[config.mk]
export PLATFORM = sky130hd
export DESIGN_NAME = tx_enqueue
export DESIGN_NICKNAME = d
export VERILOG_FILES = /design/src/rtl/tx_enqueue.sv
export SDC_FILE = /design/constraint.sdc
export NUM_CORES = 1
export LEC_CHECK = 0
export BUFFER_PORTS_ARGS = -buffer_cell sky130_fd_sc_hd__buf_2
export CORE_ASPECT_RATIO = 0.75
export CORE_MARGIN = 2
export CORE_UTILIZATION = 53
export CTS_CLUSTER_SIZE = 8
export DETAILED_ROUTE_END_ITERATION = 12
export PLACE_DENSITY_LB_ADDON = 0.25
export SYNTH_ARGS = -nofsm -noshare
export SYNTH_HDL_FRONTEND = slang
export SYNTH_SLANG_ARGS = --single-unit
[constraint.sdc]
create_clock -name clk_156m25 -period 6.4 [get_ports clk_156m25]
set_clock_uncertainty 0.15 [all_clocks]
set_input_delay 0.64 -clock clk_156m25 [delete_from_list [all_inputs] [get_ports clk_156m25]]
set_output_delay 0.64 -clock clk_156m25 [all_outputs]
set_load 0.02 [all_outputs]
[src/rtl/tx_enqueue.sv]
// tx_enqueue: user TX packet interface to TX data FIFO write port.
// Frames words by SOP/EOP, flags nested-SOP errors, and on FIFO overflow
// drops the rest of the frame, closing it with an error-marked terminator.
// Ports:
//   clk_156m25, reset_156m25_n       core clock, async active-low reset
//   pkt_tx_data/val/sop/eop/mod      user packet interface (in)
//   pkt_tx_full                      registered almost-full back-pressure (out)
//   txdfifo_wfull/walmost_full       FIFO flow-control (in)
//   txdfifo_wen/wdata/wstatus        FIFO write port (out, registered)
//   status_txdfifo_ovflow_tog        toggles once per overflow event (out)
module tx_enqueue (
   input  logic        clk_156m25,
   input  logic        reset_156m25_n,
   input  logic [63:0] pkt_tx_data,
   input  logic        pkt_tx_val,
   input  logic        pkt_tx_sop,
   input  logic        pkt_tx_eop,
   input  logic [2:0]  pkt_tx_mod,
   input  logic        txdfifo_wfull,
   input  logic        txdfifo_walmost_full,
   output logic        pkt_tx_full,
   output logic        txdfifo_wen,
   output logic [63:0] txdfifo_wdata,
   output logic [7:0]  txdfifo_wstatus,
   output logic        status_txdfifo_ovflow_tog
);

   localparam int unsigned DATA_W = 64;
   localparam int unsigned STAT_W = 8;
   localparam int unsigned MOD_W  = 3;

   localparam logic [1:0] ST_IDLE   = 2'd0;
   localparam logic [1:0] ST_IN_PKT = 2'd1;
   localparam logic [1:0] ST_DROP   = 2'd2;

   logic [1:0]        state_q, state_d;
   logic              close_pend_q, close_pend_d;
   logic              eop_seen_q, eop_seen_d;
   logic              wen_q, wen_d;
   logic [DATA_W-1:0] wdata_q, wdata_d;
   logic [STAT_W-1:0] wstatus_q, wstatus_d;
   logic              tog_q, tog_d;
   logic              full_q;
   logic              ovf;

   // Status byte layout: {SOP, EOP, ERR, 2'b00, mod}
   function automatic logic [STAT_W-1:0] mk_status(input logic sop, input logic eop,
                                                   input logic err, input logic [MOD_W-1:0] m);
      return {sop, eop, err, 2'b00, m};
   endfunction

   assign ovf = pkt_tx_val & txdfifo_wfull;

   // Next-state and FIFO write decode
   always_comb begin
      state_d      = state_q;
      close_pend_d = close_pend_q;
      eop_seen_d   = eop_seen_q;
      wen_d        = 1'b0;
      wdata_d      = wdata_q;
      wstatus_d    = '0;
      tog_d        = tog_q;

      case (state_q)
         ST_IDLE: begin
            if (ovf) begin
               tog_d = ~tog_q;
               // A single-word packet lost to overflow needs no drop phase
               if (pkt_tx_sop && !pkt_tx_eop) begin
                  state_d      = ST_DROP;
                  close_pend_d = 1'b0;
                  eop_seen_d   = 1'b0;
               end
            end else if (pkt_tx_val && pkt_tx_sop) begin
               wen_d     = 1'b1;
               wdata_d   = pkt_tx_data;
               wstatus_d = mk_status(1'b1, pkt_tx_eop, 1'b0,
                                     pkt_tx_eop ? pkt_tx_mod : MOD_W'(0));
               if (!pkt_tx_eop) begin
                  state_d = ST_IN_PKT;
               end
            end
         end

         ST_IN_PKT: begin
            if (ovf) begin
               // Part of the frame is already in the FIFO: a terminator is owed
               tog_d        = ~tog_q;
               state_d      = ST_DROP;
               close_pend_d = 1'b1;
               eop_seen_d   = pkt_tx_eop;
            end else if (pkt_tx_val && pkt_tx_sop) begin
               // Nested SOP closes the broken frame; the new frame is lost
               wen_d     = 1'b1;
               wdata_d   = pkt_tx_data;
               wstatus_d = mk_status(1'b0, 1'b1, 1'b1, MOD_W'(0));
               state_d   = ST_IDLE;
            end else if (pkt_tx_val) begin
               wen_d     = 1'b1;
               wdata_d   = pkt_tx_data;
               wstatus_d = mk_status(1'b0, pkt_tx_eop, 1'b0,
                                     pkt_tx_eop ? pkt_tx_mod : MOD_W'(0));
               if (pkt_tx_eop) begin
                  state_d = ST_IDLE;
               end
            end
         end

         ST_DROP: begin
            if (pkt_tx_val && pkt_tx_eop) begin
               eop_seen_d = 1'b1;
            end
            if (eop_seen_q) begin
               if (!close_pend_q) begin
                  state_d    = ST_IDLE;
                  eop_seen_d = 1'b0;
               end else if (!txdfifo_wfull) begin
                  wen_d        = 1'b1;
                  wdata_d      = '0;
                  wstatus_d    = mk_status(1'b0, 1'b1, 1'b1, MOD_W'(0));
                  state_d      = ST_IDLE;
                  eop_seen_d   = 1'b0;
                  close_pend_d = 1'b0;
               end
            end
         end

         default: begin
            state_d      = ST_IDLE;
            close_pend_d = 1'b0;
            eop_seen_d   = 1'b0;
         end
      endcase
   end

   // State and output registers
   always_ff @(posedge clk_156m25 or negedge reset_156m25_n) begin
      if (!reset_156m25_n) begin
         state_q      <= ST_IDLE;
         close_pend_q <= 1'b0;
         eop_seen_q   <= 1'b0;
         wen_q        <= 1'b0;
         wdata_q      <= '0;
         wstatus_q    <= '0;
         tog_q        <= 1'b0;
         full_q       <= 1'b0;
      end else begin
         state_q      <= state_d;
         close_pend_q <= close_pend_d;
         eop_seen_q   <= eop_seen_d;
         wen_q        <= wen_d;
         wdata_q      <= wdata_d;
         wstatus_q    <= wstatus_d;
         tog_q        <= tog_d;
         full_q       <= txdfifo_walmost_full;
      end
   end

   assign pkt_tx_full               = full_q;
   assign txdfifo_wen               = wen_q;
   assign txdfifo_wdata             = wdata_q;
   assign txdfifo_wstatus           = wstatus_q;
   assign status_txdfifo_ovflow_tog = tog_q;

endmodule

==> summary.txt <==
CTS Hold Bufs -> 0
H-tree levels -> 3
clock root cell -> clkbuf_8
crit path DAT -> 3.08 ns
vias in the first global route -> 2501
die area -> 8100 um^2
Max Slew Vio Count -> 0
maxcap violations -> 0
largest net degree at the start of global routing -> 78
HPWL Detailed -> 5390 um
post-synthesis cell count -> 287
Overall Global Routing Usage -> 19.4%
setup TNS -> 0 ns
FMAX -> 332 MHz
core outline area -> 7260 um^2
Pleak -> 2.58 nW
Critical Path Start Type -> flop
non-filler cells, final -> 534
RSZ-0062 raised after global routing -> no
Seq. cell area -> 1930 um^2
die boundary height -> 78.5 um
Setup Viol. Count Final -> 0
Max Root-Sink Buffers -> 2
WHS Path Cells -> 1
Via-to-Cell Ratio -> 4.85
Crit Path Category -> flop to flop
CTS resizes -> 0
Avg Inst Size Synth -> 13.6 um^2
Initial Util -> 53.9%
cell area after synthesis -> 3920 um^2
first-pass GRT wire length -> 12200 um
Clock Latency Late Sink -> 0.34 ns
crit path max-delay cell type -> buf_4
pwr dens -> 554 nW/um^2
Yosys reg bits -> 77
Fill cells -> 564
Critical Path Fanout Max -> 55
r2r setup slk -> 3.39 ns
yosys warns -> 0
FF-to-FF path depth -> 6
WL met2 -> 3490 um
final WL -> 7920 um
Seq/Total Area, Yosys -> 49.2%
Antenna diodes -> 0
CTS Buf Count -> 9
CP required -> 6.47 ns
first drt pass iteration count -> 4
Cells after DPL -> 518
Die Wd -> 103 um
# rows -> 27
WL per Instance -> 14.8 um
max layer used -> met4
Final #Nets -> 507
CP Capture Type -> flop
postcts setup bufs -> 0
Layout area overhead -> 23.2%
maximum vdd drop -> 0.404 mV
Antenna Nets Post-Route -> 0
met3 WL post-DR -> 482 um
RR Endpoint -> txdfifo_wdata[51]
Worst path max stage delay -> 0.83 ns
slew margin rel. -> 33.9%
Worst Tran Pin Value -> 0.992 ns
area of the multi-input gates -> 1790 um^2
Congestion Overflow GR -> 0
Port Buf Inserts -> 146
final hold slack -> 0.258 ns
Placer Congestion -> 0.837
initial antenna violation count -> 0
reg2reg start -> state_q[0]
total number of vias -> 2591
Metal-1 WL -> 3920 um
layout cells sized above 1 -> 55.2%
count of final hold-check violations -> 0
outcome -> completed
min cycle time layout -> 3.01 ns
drt first-iter violations -> 50
DRC viols -> 0
Worst Hold Class -> input port to flop
clock-pin slew on the worst setup and hold paths -> 0.08 ns
CTS tree -> yes
crit path cell chain -> inv_1 > ha_1 > nor2_2 > o211ai_4 > buf_4 > mux2_2
hold_sp -> txdfifo_walmost_full
Sink Count -> 77
number of distinct library cells after synthesis -> 42
crit share post-route -> 47.1%
Hold Path Sink -> pkt_tx_full
num ports -> 149
## stage by stage
stage | worst slack, ns | utilization [%] | total power, mW | instance area (um^2)
after floorplan | 4.35 | - | 2.01 | 3920
after global placement | 3.48 | 63.5 | 2.27 | 4610
after global routing | 3.22 | 66.4 | 2.84 | 4820
after detailed placement | 3.42 | 63.5 | 2.29 | 4610
after CTS | 3.37 | 66.4 | 2.70 | 4820
final | 3.39 | 66.4 | 2.68 | 4820
## metal layers
layer | GRT usage [%] | up-vias
met1 | 27.8 | 1262
met5 | 0 | -
met4 | 2.37 | 0
met3 | 6.41 | 4
li1 | - | 1239
met2 | 29.8 | 86
## how the worst max path moves through the flow
stage / from / to / slack [ns] / depth (start not counted)
final: state_q[0] / txdfifo_wdata[51] / 3.39 / 6
after global placement: state_q[0] / txdfifo_wdata[50] / 3.48 / 6
after CTS: state_q[0] / txdfifo_wdata[51] / 3.37 / 6
after global routing: state_q[0] / txdfifo_wdata[51] / 3.22 / 6
after detailed placement: state_q[1] / txdfifo_wdata[51] / 3.42 / 6
after floorplan: state_q[0] / txdfifo_wdata[0] / 4.35 / 7
## placed cells by master (no fill, tap or decap), types with 3 or more instances in the layout
| master | instances |
|---|---|
| and2_1 | 4 |
| mux2_2 | 4 |
| ha_1 | 4 |
| and2b_1 | 12 |
| clkbuf_8 | 9 |
| a21oi_1 | 6 |
| buf_2 | 145 |
| buf_4 | 3 |
| nand2_1 | 5 |
| o21ai_0 | 4 |
| mux2_4 | 60 |
| nor2b_1 | 54 |
| a31oi_1 | 3 |
| inv_1 | 3 |
| dfrtp_1 | 77 |
| nor2_1 | 3 |
## cells by family after synthesis
logic type | share of synthesized area [%]
AOI/OAI and AO/OA | 4.76
and+or+nand+nor | 14.8
other | 0.0957
muxes | 24.1
DFF | 49.2
adders and majority gates | 1.60
xor gates and xnor gates | 0.224
buffers and inverters | 5.17
## area by class of cell
class	count	share of cell area, %
clock inverter	6	1.79
inverter	4	0.311
clock buffer	10	2.65
tap	101	2.62
sequential	77	39.9
timing repair buffer	148	15.5
multi-input combinational	188	37.2
## critical path: cells and delay by family (launching register included)
family          cells  cell delay (ns)
buf+inv             2             0.93
mux                 1             0.42
compound gates      1             0.41
simple gates        1             0.11
fa+ha+maj           1             0.40
flops               1             0.43
## flip-flops by register name, summed over array words and instances (netlist names)
register,cells
txdfifo_wdata,64
txdfifo_wstatus,6
state_q,2
close_pend_q,1
eop_seen_q,1
pkt_tx_full,1
status_txdfifo_ovflow_tog,1
txdfifo_wen,1
## power by group
group / internal (mW) / leakage, nW / switching [mW] / total [mW]
Clock: 0.220 / 0.107 / 0.175 / 0.395
Combinational: 0.723 / 1.53 / 0.715 / 1.44
Sequential: 0.715 / 0.944 / 0.128 / 0.843
Total: 1.66 / 2.58 / 1.02 / 2.68
## synth_stat cells
cell	count	area share, %
conb_1	1	0.096
nand2b_1	1	0.16
and3_1	2	0.32
buf_12	6	3.1
and2b_1	12	2.3
a21oi_1	6	0.77
and2_1	4	0.64
nand2_1	5	0.48
nand4b_1	1	0.22
o211ai_4	1	0.54
buf_6	1	0.29
or2_2	1	0.16
and2_2	1	0.19
nor2_1	3	0.29
a32o_1	1	0.26
inv_2	1	0.096
a21oi_2	1	0.22
xnor2_1	1	0.22
a31oi_1	3	0.48
nand3b_1	2	0.38
o31ai_1	1	0.19
o221ai_1	1	0.22
a21o_1	1	0.19
a21bo_2	2	0.51
mux2_2	4	1.1
nor2_4	1	0.29
and2b_2	1	0.22
clkbuf_1	9	0.86
mux2_4	60	23
o22ai_1	1	0.16
nor4bb_1	1	0.26
ha_1	5	1.6
inv_1	3	0.29
o21ai_0	4	0.51
a41o_2	1	0.29
nor2b_1	54	8.6
nand3_1	1	0.13
buf_4	3	0.57
a2bb2oi_1	1	0.22
nor2_2	1	0.16
dfrtp_1	77	49
a21boi_0	1	0.19
(Power assumes the default switching activity.)
